===== src/rtl/sound_stream_sched_pkg.sv =====
// Shared constants and types for the sound stream scheduler.
package sound_stream_sched_pkg;

  localparam int FIFO_DEPTH_DEF = 16;
  localparam int DIV_W_DEF      = 12;
  localparam logic [DIV_W_DEF-1:0] DIV_RESET_DEF = 12'd1749;

  // Bit positions inside the control-register write data
  localparam int CTRL_STREAM_EN = 0;
  localparam int CTRL_CLEAR     = 1;

  typedef enum logic [1:0] {
    ST_DIRECT = 2'd0,  // legacy beeper/covox writes drive the DAC
    ST_PRIME  = 2'd1,  // streaming enabled, waiting for FIFO to half-fill
    ST_PLAY   = 2'd2   // streaming, one sample popped per divider tick
  } state_t;

  // Beeper drives full-scale on/off from data bit 4
  function automatic logic [7:0] beeper_level(input logic [7:0] d);
    return d[4] ? 8'hFF : 8'h00;
  endfunction

endpackage


===== src/rtl/sound_stream_sched_fifo.sv =====
// Small synchronous sample FIFO. Pointers and level are reset; storage is not.
module sound_fifo
  import sound_stream_sched_pkg::*;
#(
  parameter int DEPTH = FIFO_DEPTH_DEF,
  parameter int LW    = $clog2(DEPTH) + 1
) (
  input  logic          clk,
  input  logic          rst_n,
  input  logic          push,
  input  logic          pop,
  input  logic          clr,
  input  logic [7:0]    din,
  output logic [7:0]    dout,
  output logic [LW-1:0] level,
  output logic          full,
  output logic          empty
);

  localparam int AW = $clog2(DEPTH);

  logic [7:0]    mem [DEPTH];
  logic [AW-1:0] wr_ptr;
  logic [AW-1:0] rd_ptr;
  logic          push_ok;
  logic          pop_ok;

  assign full    = (level == LW'(DEPTH));
  assign empty   = (level == '0);
  // Clear wins over both a push and a pop in the same cycle
  assign push_ok = push && !full && !clr;
  assign pop_ok  = pop && !empty && !clr;
  assign dout    = mem[rd_ptr];

  // Sample storage write
  // NOTE: storage has no reset; occupancy is tracked by pointers/level, so stale data is never read.
  always_ff @(posedge clk) begin
    if (push_ok) mem[wr_ptr] <= din;
  end

  // Pointers and occupancy; pointers wrap naturally since DEPTH is a power of 2
  // NOTE: sequential state uses non-blocking assignments so every register sees pre-edge values.
  always_ff @(posedge clk or negedge rst_n) begin
    if (!rst_n) begin
      wr_ptr <= '0;
      rd_ptr <= '0;
      level  <= '0;
    end else if (clr) begin
      wr_ptr <= '0;
      rd_ptr <= '0;
      level  <= '0;
    end else begin
      if (push_ok) wr_ptr <= wr_ptr + AW'(1);
      if (pop_ok)  rd_ptr <= rd_ptr + AW'(1);
      case ({push_ok, pop_ok})
        2'b10:   level <= level + LW'(1);
        2'b01:   level <= level - LW'(1);
        default: level <= level;
      endcase
    end
  end

endmodule


===== src/rtl/sound_stream_sched.sv =====
// Sample-rate scheduler feeding the 8-bit sound DAC register: legacy direct
// writes or a divider-paced buffered covox stream.
module sound_stream_sched
  import sound_stream_sched_pkg::*;
#(
  parameter int               FIFO_DEPTH = FIFO_DEPTH_DEF,
  parameter int               DIV_W      = DIV_W_DEF,
  parameter logic [DIV_W-1:0] DIV_RESET  = DIV_RESET_DEF,
  parameter int               LW         = $clog2(FIFO_DEPTH) + 1
) (
  input  logic          clk,
  input  logic          rst_n,
  input  logic [7:0]    din,
  input  logic          beeper_wr,
  input  logic          covox_wr,
  input  logic          fifo_wr,
  input  logic          ctrl_wr,
  input  logic          div_lo_wr,
  input  logic          div_hi_wr,
  output logic [7:0]    sound,
  output logic [LW-1:0] fifo_level,
  output logic          fifo_full,
  output logic          underrun,
  output logic          overflow,
  output logic          half_req
);

  localparam logic [LW-1:0] HALF = LW'(FIFO_DEPTH / 2);

  state_t           state, next_state;
  logic [DIV_W-1:0] div, cnt;
  logic             tick, clear, stream_en;
  logic             pop, starve, fifo_empty;
  logic [7:0]       fifo_dout, sound_next;

  assign tick     = (cnt == div);
  assign clear    = ctrl_wr && din[CTRL_CLEAR];
  assign half_req = stream_en && (fifo_level < HALF);

  sound_fifo #(.DEPTH(FIFO_DEPTH), .LW(LW)) u_fifo (
    .clk   (clk),
    .rst_n (rst_n),
    .push  (fifo_wr),
    .pop   (pop),
    .clr   (clear),
    .din   (din),
    .dout  (fifo_dout),
    .level (fifo_level),
    .full  (fifo_full),
    .empty (fifo_empty)
  );

  // Sample-period divider and its programmable period register
  always_ff @(posedge clk or negedge rst_n) begin
    if (!rst_n) begin
      div <= DIV_RESET;
      cnt <= '0;
    end else begin
      if (div_lo_wr) div[7:0]       <= din;
      if (div_hi_wr) div[DIV_W-1:8] <= din[DIV_W-9:0];
      if (div_lo_wr || div_hi_wr) cnt <= '0;
      else if (tick)              cnt <= '0;
      else                        cnt <= cnt + DIV_W'(1);
    end
  end

  // FSM state register
  always_ff @(posedge clk or negedge rst_n) begin
    if (!rst_n) state <= ST_DIRECT;
    else        state <= next_state;
  end

  // FSM next-state: disabling always returns to DIRECT, clear re-primes
  always_comb begin
    next_state = state;
    if (!stream_en) begin
      next_state = ST_DIRECT;
    end else if (clear && state != ST_DIRECT) begin
      next_state = ST_PRIME;
    end else begin
      case (state)
        ST_DIRECT: next_state = ST_PRIME;
        ST_PRIME:  if (fifo_level >= HALF) next_state = ST_PLAY;
        ST_PLAY:   if (starve) next_state = ST_PRIME;
        default:   next_state = ST_DIRECT;
      endcase
    end
  end

  // FSM outputs: next DAC value, FIFO pop and starvation detect
  // NOTE: every combinational output gets a default first so no path infers a latch.
  always_comb begin
    sound_next = sound;
    pop        = 1'b0;
    starve     = 1'b0;
    case (state)
      ST_DIRECT: begin
        if (covox_wr)       sound_next = din;
        else if (beeper_wr) sound_next = beeper_level(din);
      end
      ST_PLAY: begin
        if (stream_en && tick && !clear) begin
          if (!fifo_empty) begin
            pop        = 1'b1;
            sound_next = fifo_dout;
          end else begin
            starve = 1'b1;
          end
        end
      end
      default: ;
    endcase
  end

  // DAC sample register
  always_ff @(posedge clk or negedge rst_n) begin
    if (!rst_n) sound <= 8'h00;
    else        sound <= sound_next;
  end

  // Stream enable and sticky error flags; clear beats same-cycle events
  always_ff @(posedge clk or negedge rst_n) begin
    if (!rst_n) begin
      stream_en <= 1'b0;
      underrun  <= 1'b0;
      overflow  <= 1'b0;
    end else begin
      if (ctrl_wr) stream_en <= din[CTRL_STREAM_EN];
      if (clear) begin
        underrun <= 1'b0;
        overflow <= 1'b0;
      end else begin
        if (starve)               underrun <= 1'b1;
        if (fifo_wr && fifo_full) overflow <= 1'b1;
      end
    end
  end

endmodule


===== config.mk =====
export PLATFORM = sky130hd
export DESIGN_NAME = sound_stream_sched
export DESIGN_NICKNAME = d
export VERILOG_FILES = /design/src/rtl/sound_stream_sched_pkg.sv /design/src/rtl/sound_stream_sched_fifo.sv /design/src/rtl/sound_stream_sched.sv
export SDC_FILE = /design/constraint.sdc
export NUM_CORES = 1
export LEC_CHECK = 0
export CORE_UTILIZATION = 30
export DETAILED_ROUTE_END_ITERATION = 6
export PLACE_DENSITY = 0.55
export SYNTH_ARGS = -nofsm -noshare
export SYNTH_HDL_FRONTEND = slang
export SYNTH_SLANG_ARGS = --single-unit

===== constraint.sdc =====
create_clock -name clk -period 6 [get_ports clk]
set_input_delay 1.2 -clock clk [delete_from_list [all_inputs] [get_ports clk]]
set_output_delay 1.2 -clock clk [all_outputs]
set_load 0.02 [all_outputs]

==> out/qor_table.md, run 1 <==
| Result | This run |
|:---|:---|
| Number of gates resized after cts | 0 |
| Layout Skew | 0.00666 ns |
| Slowest Stage Delay on Critical Path | 0.45 ns |
| Internal power | 2180 uW |
| Worst Reg-to-Reg Cells | 10 |
| Run status | complete, no violations |
| Worst Slack Setup Final | 2.29 ns |
| Final period util | 61.8% |
| Net switching share of the total power | 23.7% |
| Gate power share | 10.6% |
| Later-pin clock latency in the skew report | 0.42 ns |
| Met3 usage | 2.94% |
| Net Count, Synth | 494 |
| Compound-Gate Fraction of Synth Area | 3.93% |
| Area growth from synthesis to final layout | 16.6% |
| CP Launch Type | input port |
| I/O Pins | 33 |
| Classification of the worst-slack hold path | flip-flop to flip-flop |
| Proportion of power drawn by the clock network | 38.9% |
| Routed Antenna Nets | 0 |
| Portion of netlist area occupied by mux cells | 13.8% |
| Required time of the critical path | 6.35 ns |
| Global-route track usage on met1 | 17.6% |
| Die span in y | 162 um |
| Drt wl/cell | 19.2 um |
| Adder-cell share of the synthesized area | 1.73% |
| Proportion of synthesized chip area in sequential cells | 66.5% |
| Hpwl dp | 10,400 um |
| Setup WS pre-CTS | 1.87 ns |
| Fmax | 270 MHz |
| Setup crit start | din[1] |
| Final setup violating endpoints | 0 |
| Fraction of synthesized cell area taken by the top area cell type | 50.1% |
| Total CTS buffers | 17 |
| Post-CTS Setup Repair Bufs | 0 |
| Effective utilization at floorplan | 30.6% |
| Flip-flop and latch count after synthesis | 178 |
| Clk Tree Root Cell | sky130_fd_sc_hd__clkbuf_16 |
| Most frequent cell after synthesis | sky130_fd_sc_hd__edfxtp_1 |
| Number of max-cap violations | 0 |
| CTS max path bufs | 2 |
| Gpl congestion | 0.849 |
| Post-synthesis area per instance | 16.4 sq um |
| Top cells by area, synth | sky130_fd_sc_hd__edfxtp_1 (50%), sky130_fd_sc_hd__dfrtp_1 (14%), sky130_fd_sc_hd__mux4_2 (7.6%) |
| Synthesized-area fraction occupied by xor and xnor cells | 3.29% |
| Leakage | 0.00315 uW |
| Detailed router's first-iteration violation count | 263 |
| Aggregate global routing overflow | 0 |
| Net switching power | 678 uW |
| Area enclosed by the die boundary | 26,200 sq um |
| Critical hold path startpoint | overflow$_DFFE_PN0P_ |
| Hold Violations, Final | 0 |
| Transition at the pin with the smallest max-transition slack | 0.941 ns |
| PD cells | 320 nW/um^2 |
| Yosys cell types | 49 |
| Number of buffer and inverter instances along the worst setup path | 3 |
| Highest ir drop seen on vdd | 0.196 mV |
| Clock tree from TritonCTS | done |
| Routed wire length | 16,400 um |
| Largest fanout on the critical path | 21 |
| Unrepaired setup endpoints after global routing | no |
| Most heavily used metal layer in global routing | met2 |
| Number of enable flip-flop cells after synthesis | 128 |
| Share of total power in sequential cells | 50.5% |
| Die Wd | 162 um |
| Number of warnings printed during yosys synthesis | 0 |
| Async SR Flop Fraction | 28.1% |
| Post-Synthesis Cells | 468 |
| Yosys top cell by area | sky130_fd_sc_hd__edfxtp_1 |
| Detailed-router iteration count before antenna repair | 4 |
| Rel. slew slack | 37.3% |
| Final critical-path required period | 3.71 ns |
| Type of the worst setup path | input port to flip-flop |
| Detailed-route vias per instance | 4.85 |
| Final antenna diode count | 0 |
| Total Negative Setup Slacks | 0 ns |
| Final-stage net count | 535 |
| Core footprint | 25,100 sq um |
| Number of vias in the routed layout | 4,129 |
| Number of global-route vias before repair | 4,397 |
| Post-synthesis instance area | 7670 sq um |
| Stages on worst setup path | 12 |
| Start of the worst register-to-register path | u_fifo.level[1]$_DFFE_PN0P_ |
| Final-report max-slew violation count | 0 |
| Delay-heaviest family, CP | compound AO/OA/AOI/OAI gates |
| Worst path most repeated cell | sky130_fd_sc_hd__mux2i_1 |
| Number of cells on the worst hold path | 2 |
| DRC violation count after routing | 0 |
| Pin count of the biggest net entering global routing | 51 |
| Top FF cell, synth | sky130_fd_sc_hd__edfxtp_1 |
| Overall routing resource usage | 13.4% |
| Clock transition at path regs | 0.06 ns |
| Share of cells above drive strength 1 | 19.5% |
| Row count | 58 |
| Cells along the critical path | clkdlybuf4s50_1, buf_4, and2_1, a211oi_1, nand3_1, inv_1, ha_1, nor2b_1, o21ai_0, a21oi_1, mux2i_1, mux2i_1 |
| Most frequent cells after synthesis | sky130_fd_sc_hd__edfxtp_1 (128), sky130_fd_sc_hd__dfrtp_1 (43), sky130_fd_sc_hd__nand2_1 (28) |
| Number of buffers inserted by hold repair at cts | 0 |
| Simple logic cell fraction of the synthesized area | 8.61% |
| CP endpoint kind | flip-flop |
| First-pass GRT wire length | 25,700 um |
| Cell type of the slowest stage on the worst timing path | sky130_fd_sc_hd__a211oi_1 |
| Number of H-tree levels | 4 |
| Main combinational cell family by area after synthesis | multiplexers |
| Initial antenna violation count | 0 |
| Number of sinks driven by the clock tree | 178 |
| Global-route track usage on met2 | 21.5% |
| Worst path arrival time | 4.06 ns |
| Port Buffers | 32 |
-- metrics by stage --
step	util (%)	hold slack, ns	total power [uW]	std cells	cell area, sq um
floorplan	-	0.484	1630	468	7670
global placement	33.2	0.511	1770	820	8350
detailed placement	33.2	0.493	1780	820	8350
CTS	35.6	0.512	2890	852	8950
global route	35.6	0.531	2970	852	8950
finish	35.6	0.501	2860	852	8950
-- power by group through the flow --
| stage | clock network (uW) | logic (uW) | registers [uW] |
|---|---|---|---|
| after detailed placement | 0 | 306 | 1470 |
| after global routing | 1180 | 333 | 1450 |
| after global placement | 0 | 300 | 1470 |
| final | 1110 | 303 | 1440 |
| after CTS | 1140 | 308 | 1450 |
| after floorplan | 0 | 147 | 1480 |
-- flip-flops by register name, summed over array words and instances, names as in the netlist --
name,count
overflow,1
u_fifo.level,5
stream_en,1
u_fifo.wr_ptr,4
sound,8
underrun,1
cnt,12
u_fifo.rd_ptr,4
u_fifo.mem,128
state,2
div,12
-- placed cells by master, fill, tap and decap left out, types with 3 or more instances in the layout --
master	n
sky130_fd_sc_hd__nor2b_1	17
sky130_fd_sc_hd__xnor2_1	8
sky130_fd_sc_hd__clkbuf_16	17
sky130_fd_sc_hd__clkbuf_8	3
sky130_fd_sc_hd__nand2b_1	4
sky130_fd_sc_hd__and3_1	12
sky130_fd_sc_hd__nand2_1	28
sky130_fd_sc_hd__dfstp_2	7
sky130_fd_sc_hd__nor4_2	3
sky130_fd_sc_hd__buf_4	9
sky130_fd_sc_hd__clkdlybuf4s50_1	31
sky130_fd_sc_hd__a21oi_1	7
sky130_fd_sc_hd__dfrtp_1	42
sky130_fd_sc_hd__and4_1	3
sky130_fd_sc_hd__and2_1	13
sky130_fd_sc_hd__mux4_1	6
sky130_fd_sc_hd__a311oi_1	7
sky130_fd_sc_hd__clkinv_4	4
sky130_fd_sc_hd__a211oi_1	15
sky130_fd_sc_hd__o21ai_0	5
sky130_fd_sc_hd__xor2_1	19
sky130_fd_sc_hd__mux4_2	26
sky130_fd_sc_hd__ha_1	9
sky130_fd_sc_hd__mux2_2	21
sky130_fd_sc_hd__nand3_1	3
sky130_fd_sc_hd__nor2_1	23
sky130_fd_sc_hd__inv_1	10
sky130_fd_sc_hd__mux2i_1	8
sky130_fd_sc_hd__edfxtp_1	128
-- final timing paths --
kind	slack, ns	to
worst max-delay path	2.29	u_fifo.level[4]$_DFFE_PN0P_
worst min-delay path	0.50	overflow$_DFFE_PN0P_
worst min register to register	0.50	overflow$_DFFE_PN0P_
min in group asynchronous	0.88	cnt[1]$_DFF_PN0_
max in group asynchronous	4.61	u_fifo.rd_ptr[0]$_DFFE_PN0P_
worst max register to register	3.13	u_fifo.level[4]$_DFFE_PN0P_
-- layout make-up --
cell class	count	area (sq um)
inverter	10	37.5
timing repair buffer	41	383
clock buffer	22	474
tap	330	413
fill	2446	16200
sequential	178	5100
multi-input combinational	261	2410
clock inverter	10	126
-- cell families after synthesis --
logic type / after synthesis
DFF: 178
xor gates and xnor gates: 28
and+or+nand+nor: 120
buffers and inverters: 29
AOI/OAI and AO/OA: 42
muxes: 61
adders and majority gates: 10
-- worst min-delay path, cell delays in order, from the launching register on --
cell and delay [ns]:
sky130_fd_sc_hd__dfrtp_1 0.34, sky130_fd_sc_hd__a21oi_1 0.04, sky130_fd_sc_hd__nor2_1 0.08
-- layer usage --
| layer | wire length, um | share of wire [%] |
|---|---|---|
| met4 | 333 | 2.0 |
| met1 | 7900 | 48 |
| met2 | 7680 | 47 |
| met5 | 0 | 0 |
| met3 | 456 | 2.8 |
Note: power is estimated with default switching activity, not from simulation.
==> inputs of run 2 (changes only) <==
clock period = 3.8 ns   (was 6 ns; I/O delays follow)
==> run 2 against run 1 <==
Against the previous run: die area is the same; wire length grew 1.1%; cell count shrank 0.12%; critical path depth shrank 9; critical endpoint is now fifo_full; sequential power grew 58%; highest routed layer unchanged; combinational power grew 58%; utilization is essentially flat.
==> out/qor_table.md, run 2 (same netlist as run 1, synthesis figures left out) <==
| Result | This run | Change |
|:---|:---|:---|
| Run status | complete, no violations | unchanged |
| Total power | 4480 uW | was 2860 uW |
| Gate power share | 10.7% | was 10.6% |
| Transition at the pin with the smallest max-transition slack | 0.906 ns | was 0.941 ns |
| Hold Violations, Final | 0 | unchanged |
| Global-route track usage on met2 | 21.3% | was 21.5% |
| Total CTS buffers | 17 | unchanged |
| Hold slack final | 0.438 ns | was 0.501 ns |
| Most heavily used metal layer in global routing | met2 | unchanged |
| Aggregate global routing overflow | 0 | unchanged |
| Final-report max-slew violation count | 0 | unchanged |
| Final setup violating endpoints | 0 | unchanged |
| Area enclosed by the die boundary | 26,200 sq um | unchanged |
| Number of buffers inserted by hold repair at cts | 0 | unchanged |
| Number of H-tree levels | 4 | unchanged |
| Highest ir drop seen on vdd | 0.350 mV | was 0.196 mV |
| Detailed router's first-iteration violation count | 262 | was 263 |
| Number of global-route vias before repair | 4,201 | was 4,397 |
| Global-route track usage on met1 | 18.3% | was 17.6% |
| Unrepaired setup endpoints after global routing | no | unchanged |
| Net switching power | 1040 uW | was 678 uW |
| Worst path arrival time | 2.30 ns | was 4.06 ns |
| I/O Pins | 33 | unchanged |
| Clk Tree Root Cell | sky130_fd_sc_hd__clkbuf_16 | unchanged |
| Clock tree from TritonCTS | done | unchanged |
| Largest registers in the final layout | u_fifo.mem x128, cnt x12, div x12 | unchanged |
| Max reg flops | 128 | unchanged |
| Internal power | 3440 uW | was 2180 uW |
| Share of cells above drive strength 1 | 19.2% | was 19.5% |
| Worst Slack Setup Final | 0.740 ns | was 2.29 ns |
| Drt wl/cell | 19.4 um | was 19.2 um |
| Row count | 58 | unchanged |
| Commonest non-fill, non-tap cell in the layout | sky130_fd_sc_hd__edfxtp_1 | unchanged |
| Cell type of the slowest stage on the worst timing path | sky130_fd_sc_hd__or4_1 | was sky130_fd_sc_hd__a211oi_1 |
| Capture point of the worst reg-to-reg path | u_fifo.level[4]$_DFFE_PN0P_ | unchanged |
| Setup WS pre-CTS | 0.447 ns | was 1.87 ns |
| Met3 usage | 3.04% | was 2.94% |
| Classification of the worst-slack hold path | input port to async pin | was flip-flop to flip-flop |
| R2R setup slack | 0.92 ns | was 3.13 ns |
| Pin count of the biggest net entering global routing | 35 | was 51 |
| PD cells | 501 nW/um^2 | was 320 nW/um^2 |
| Hpwl dp | 10,800 um | was 10,400 um |
| DRC violation count after routing | 0 | unchanged |
| Total Negative Setup Slacks | 0 ns | unchanged |
| Most flops, register | u_fifo.mem | unchanged |
| Number of sinks driven by the clock tree | 178 | unchanged |
| Core footprint | 25,100 sq um | unchanged |
| Final cell utilization of the core | 35.6% | about the same |
| Layout Skew | 0.00841 ns | was 0.00666 ns |
| Overall routing resource usage | 13.5% | was 13.4% |
| Gpl congestion | 0.816 | was 0.849 |
| CP Launch Type | flip-flop | was input port |
| Die span in y | 162 um | unchanged |
| Start of the worst register-to-register path | u_fifo.level[1]$_DFFE_PN0P_ | unchanged |
| CTS max path bufs | 2 | unchanged |
| Post-CTS Setup Repair Bufs | 0 | unchanged |
| Cells along the critical path | or4_1, nor2_1, clkdlybuf4s50_1 | was clkdlybuf4s50_1, buf_4, and2_1, a211oi_1, nand3_1, inv_1, ha_1, nor2b_1, o21ai_0, a21oi_1, mux2i_1, mux2i_1 |
| Detailed-router iteration count before antenna repair | 4 | unchanged |
| Leakage | 0.00315 uW | about the same |
| Later-pin clock latency in the skew report | 0.43 ns | was 0.42 ns |
| Number of gates resized after cts | 0 | unchanged |
| First-pass GRT wire length | 25,700 um | about the same |
| Final critical-path required period | 3.06 ns |  |
| Die Wd | 162 um | unchanged |
| Slowest Stage Delay on Critical Path | 0.63 ns | was 0.45 ns |
| Type of the worst setup path | flip-flop to output port | was input port to flip-flop |
| Final-stage net count | 538 | was 535 |
| Initial antenna violation count | 0 | unchanged |
| Number of vias in the routed layout | 4,098 | was 4,129 |
| Routed Antenna Nets | 0 | unchanged |
| Most used cells in the layout excluding fill and tap cells | sky130_fd_sc_hd__edfxtp_1 (128), sky130_fd_sc_hd__dfrtp_1 (42), sky130_fd_sc_hd__clkdlybuf4s50_1 (31) | unchanged |
| Area growth from synthesis to final layout | 16.7% | was 16.6% |
| Clock transition at path regs | 0.06 ns | about the same |
| CP endpoint kind | output port | was flip-flop |
| Net switching share of the total power | 23.2% | was 23.7% |
| Rel. slew slack | 39.4% | was 37.3% |
| Worst Reg-to-Reg Cells | 9 | was 10 |
| Largest fanout on the critical path | 6 | was 21 |
| Number of max-cap violations | 0 | unchanged |
| Fill cell total of the finished layout | 2,408 | was 2,446 |
| Port Buffers | 32 | unchanged |
| Proportion of power drawn by the clock network | 38.3% | was 38.9% |
| Effective utilization at floorplan | 30.6% | unchanged |
| Share of total power in sequential cells | 51.0% | was 50.5% |
| Final antenna diode count | 0 | unchanged |
| Final period util | 80.5% |  |
| Fmax | 327 MHz |  |
| Detailed-route vias per instance | 4.82 | was 4.85 |
| Required time of the critical path | 3.04 ns | was 6.35 ns |
| Routed wire length | 16,500 um | was 16,400 um |
## run 2: changes by cell type in the layout (fill, tap and decap cells not counted), sizes merged
cell    change
buf         +3
clkinv      -3
inv         +1
bufinv      +1
clkbuf      -3
## run 2: area by class of cell
type	instances	area, sq um	share of cell area, %
clock buffer	19	433	4.84
clock inverter	9	135	1.51
sequential	178	5100	57.0
timing repair buffer	44	418	4.67
inverter	10	37.5	0.419
tap	330	413	4.61
multi-input combinational	261	2410	26.9
## run 2: through the flow
step | instances | instance area (sq um)
after floorplan | 468 | 7670
final | 851 | 8950
after CTS | 851 | 8950
after detailed placement | 823 | 8380
after global placement | 823 | 8380
after global routing | 851 | 8950
## run 2: critical path: cells and delay by family (launching register included)
kind	cells	cell delay, ns
AND/OR/NAND/NOR	2	0.81
buffers and inverters	1	0.63
flip-flops	1	0.44
## run 2: how the worst max path moves through the flow
stage	start	end	depth (start not counted)	slack [ns]
3_3_place_gp	din[1]	u_fifo.level[4]$_DFFE_PN0P_	10	0.45
6_report	u_fifo.level[1]$_DFFE_PN0P_	fifo_full	3	0.74
4_1_cts	u_fifo.level[1]$_DFFE_PN0P_	fifo_full	3	0.72
3_5_place_dp	din[1]	u_fifo.level[4]$_DFFE_PN0P_	10	0.45
5_1_grt	u_fifo.level[1]$_DFFE_PN0P_	fifo_full	3	0.65
2_1_floorplan	u_fifo.level[1]$_DFFE_PN0P_	u_fifo.level[4]$_DFFE_PN0P_	9	1.15
## run 2: power groups by stage
stage                     registers, uW  logic (uW)  clock network, uW
after floorplan                    2340         232                  0
after global placement             2320         479                  0
after detailed placement           2320         487                  0
after CTS                          2290         489               1750
after global routing               2300         528               1830
final                              2280         480               1720
## run 2: routing by layer
layer  vias up  share of wire (%)
li1       1885                  -
met1      2101                 46
met2        90                 47
met3        22                4.8
met4         0                1.4
met5         -                  0
==> inputs of run 3 (changes only) <==
PLACE_DENSITY = 0.57   (was 0.55)
clock period = 2.7 ns   (was 3.8 ns; I/O delays follow)
==> run 3 against run 2 <==
Against the previous run: first-iteration DRC count is 13% higher; count of clock-buffer cells in the layout grew 1; combinational power is 67% higher; die area unchanged; final area grew 5.6%; cell count grew 6.7%; clock skew increased by 0.0030 ns; clock power rose by 40%; highest routed layer unchanged.
==> out/qor_table.md, run 3 (same netlist as run 1, synthesis figures left out) <==
| Result | This run | Change |
|:---|:---|:---|
| Core footprint | 25,100 sq um | unchanged |
| Final-stage net count | 591 | was 538 |
| Share of total power in sequential cells | 49.9% | was 51.0% |
| Total power | 6400 uW | was 4480 uW |
| Clock tree from TritonCTS | done | unchanged |
| Summed area of non-filler cells in the final layout | 9450 sq um | was 8950 sq um |
| Gate power share | 12.5% | was 10.7% |
| Final-report max-slew violation count | 0 | unchanged |
| Final period util | 94.5% |  |
| Capture point of the worst reg-to-reg path | u_fifo.level[4]$_DFFE_PN0P_ | unchanged |
| Final antenna diode count | 0 | unchanged |
| Later-pin clock latency in the skew report | 0.43 ns | about the same |
| Total CTS buffers | 17 | unchanged |
| Classification of the worst-slack hold path | input port to async pin | unchanged |
| I/O Pins | 33 | unchanged |
| Detailed-route vias per instance | 4.78 | was 4.82 |
| Transition at the pin with the smallest max-transition slack | 0.795 ns | was 0.906 ns |
| Routed wire length | 17,000 um | was 16,500 um |
| Layout Skew | 0.0114 ns | was 0.00841 ns |
| Aggregate global routing overflow | 0 | unchanged |
| Setup WS pre-CTS | -0.481 ns | was 0.447 ns |
| Final critical-path required period | 2.55 ns |  |
| Placed cell count | 875 | was 823 |
| Type of the worst setup path | flip-flop to flip-flop | was flip-flop to output port |
| Effective utilization at floorplan | 30.6% | unchanged |
| Gpl congestion | 0.827 | was 0.816 |
| Area enclosed by the die boundary | 26,200 sq um | unchanged |
| Number of global-route vias before repair | 4,678 | was 4,201 |
| Unrepaired setup endpoints after global routing | no | unchanged |
| Final setup violating endpoints | 0 | unchanged |
| Hold Violations, Final | 0 | unchanged |
| Number of max-cap violations | 0 | unchanged |
| Highest ir drop seen on vdd | 0.396 mV | was 0.350 mV |
| First-pass GRT wire length | 26,800 um | was 25,700 um |
| Share of cells above drive strength 1 | 28.9% | was 19.2% |
| Net switching power | 1580 uW | was 1040 uW |
| CP endpoint kind | flip-flop | was output port |
| Fill cell total of the finished layout | 2,406 | was 2,408 |
| Pin count of the biggest net entering global routing | 34 | was 35 |
| Total Negative Setup Slacks | 0 ns | unchanged |
| Max reg flops | 128 | unchanged |
| Number of vias in the routed layout | 4,343 | was 4,098 |
| Number of buffers inserted by hold repair at cts | 0 | unchanged |
| DRC violation count after routing | 0 | unchanged |
| Commonest non-fill, non-tap cell in the layout | sky130_fd_sc_hd__edfxtp_1 | unchanged |
| PD cells | 677 nW/um^2 | was 501 nW/um^2 |
| R2R setup slack | 0.15 ns | was 0.92 ns |
| Detailed-router iteration count before antenna repair | 5 | was 4 |
| Rel. slew slack | 47.0% | was 39.4% |
| Internal power | 4820 uW | was 3440 uW |
| Drt wl/cell | 18.8 um | was 19.4 um |
| Die Wd | 162 um | unchanged |
| CTS max path bufs | 2 | unchanged |
| Most used cells in the layout excluding fill and tap cells | sky130_fd_sc_hd__edfxtp_1 (128), sky130_fd_sc_hd__buf_4 (60), sky130_fd_sc_hd__dfrtp_1 (41) | was sky130_fd_sc_hd__edfxtp_1 (128), sky130_fd_sc_hd__dfrtp_1 (42), sky130_fd_sc_hd__clkdlybuf4s50_1 (31) |
| Proportion of power drawn by the clock network | 37.6% | was 38.3% |
| Overall routing resource usage | 13.9% | was 13.5% |
| Run status | complete, no violations | unchanged |
| Clock transition at path regs | 0.07 ns | was 0.06 ns |
| Number of H-tree levels | 4 | unchanged |
| Largest registers in the final layout | u_fifo.mem x128, cnt x12, div x12 | unchanged |
| Largest fanout on the critical path | 2 | was 6 |
| Number of sinks driven by the clock tree | 178 | unchanged |
| Start of the worst register-to-register path | div[7]$_DFFE_PN1P_ | was u_fifo.level[1]$_DFFE_PN0P_ |
| Net switching share of the total power | 24.7% | was 23.2% |
| Hpwl dp | 12,000 um | was 10,800 um |
| Most flops, register | u_fifo.mem | unchanged |
| Worst Slack Setup Final | 0.150 ns | was 0.740 ns |
| Worst Reg-to-Reg Cells | 10 | was 9 |
| Routed Antenna Nets | 0 | unchanged |
| Required time of the critical path | 3.05 ns | was 3.04 ns |
| Die span in y | 162 um | unchanged |
| Fmax | 392 MHz |  |
| CP Launch Type | flip-flop | unchanged |
| Initial antenna violation count | 0 | unchanged |
| Clk Tree Root Cell | sky130_fd_sc_hd__clkbuf_16 | unchanged |
| Area growth from synthesis to final layout | 23.2% | was 16.7% |
| Port Buffers | 32 | unchanged |
| Non-filler instance count after layout | 908 | was 851 |
| Detailed router's first-iteration violation count | 295 | was 262 |
| Leakage | 0.00347 uW | was 0.00315 uW |
| Row count | 58 | unchanged |
| Placement-stage cell area | 8820 sq um | was 8380 sq um |
| Worst path arrival time | 2.90 ns | was 2.30 ns |
## run 3: cell types whose count changed in the layout (fill, tap and decap cells not counted), moves of 2 or more
cell and delta:
sky130_fd_sc_hd__clkbuf_8 +2, sky130_fd_sc_hd__buf_4 +49, sky130_fd_sc_hd__clkinv_2 +2, sky130_fd_sc_hd__bufinv_16 -2, sky130_fd_sc_hd__dlygate4sd2_1 +2, sky130_fd_sc_hd__buf_12 +4, sky130_fd_sc_hd__inv_6 +3, sky130_fd_sc_hd__clkdlybuf4s50_1 -2
## run 3: cell type report
type	count	area (sq um)	share of cell area, %
clock inverters	12	120	1.27
inverters	10	37.5	0.397
flip-flops and latches	178	5110	54.0
well taps	330	413	4.37
repair buffers	97	863	9.14
multi-input cells	261	2450	26.0
clock buffers	20	457	4.83
## run 3: worst max-delay path by stage
stage                           startpoint  cells after the start                     endpoint
6_report                div[7]$_DFFE_PN1P_                     10  u_fifo.level[4]$_DFFE_PN0P_
5_1_grt                 div[7]$_DFFE_PN1P_                     10  u_fifo.level[4]$_DFFE_PN0P_
4_1_cts                 div[2]$_DFFE_PN1P_                     10  u_fifo.level[4]$_DFFE_PN0P_
3_5_place_dp                        din[1]                     10  u_fifo.level[4]$_DFFE_PN0P_
3_3_place_gp                        din[1]                     10  u_fifo.level[4]$_DFFE_PN0P_
2_1_floorplan  u_fifo.level[1]$_DFFE_PN0P_                      9  u_fifo.level[4]$_DFFE_PN0P_
## run 3: metal layers
layer	vias up	routed length, um	GRT usage, %
met5	-	0	0
met4	0	213	4.85
met3	15	800	3.45
met2	105	8390	22.7
met1	2231	7630	17.9
li1	1992	-	-
## run 3: worst max-delay path: stages (launching register included)
cell                      delay, ns
sky130_fd_sc_hd__dfstp_2       0.56
sky130_fd_sc_hd__xor2_1        0.08
sky130_fd_sc_hd__nor4_2        0.35
sky130_fd_sc_hd__and3_1        0.26
sky130_fd_sc_hd__nand3_2       0.10
sky130_fd_sc_hd__fa_2          0.41
sky130_fd_sc_hd__nor2b_4       0.13
sky130_fd_sc_hd__o21ai_2       0.06
sky130_fd_sc_hd__and3_1        0.14
sky130_fd_sc_hd__mux2i_1       0.18
sky130_fd_sc_hd__mux2i_1       0.21
## run 3: metrics by stage
step           util [%]  hold WS, ns
3_5_place_dp       35.1        0.497
3_3_place_gp       35.1        0.493
2_1_floorplan         -        0.244
6_report           37.6        0.194
5_1_grt            37.6        0.226
4_1_cts            37.4        0.199
## run 3: power by group through the flow
stage	sequential (uW)	clock [uW]	combinational [uW]
global route	3210	2560	870
detailed placement	3250	0	784
floorplan	3300	0	326
CTS	3190	2460	787
global placement	3240	0	767
finish	3190	2410	800
## run 3: what timing repair did
| action | 4_1_cts | 5_1_grt |
|---|---|---|
| gates cloned | 0 | 0 |
| setup endpoints to repair | 2 | 2 |
| setup buffers | 0 | 1 |
| resized for setup | 2 | 11 |
| pin swaps | 0 | 5 |
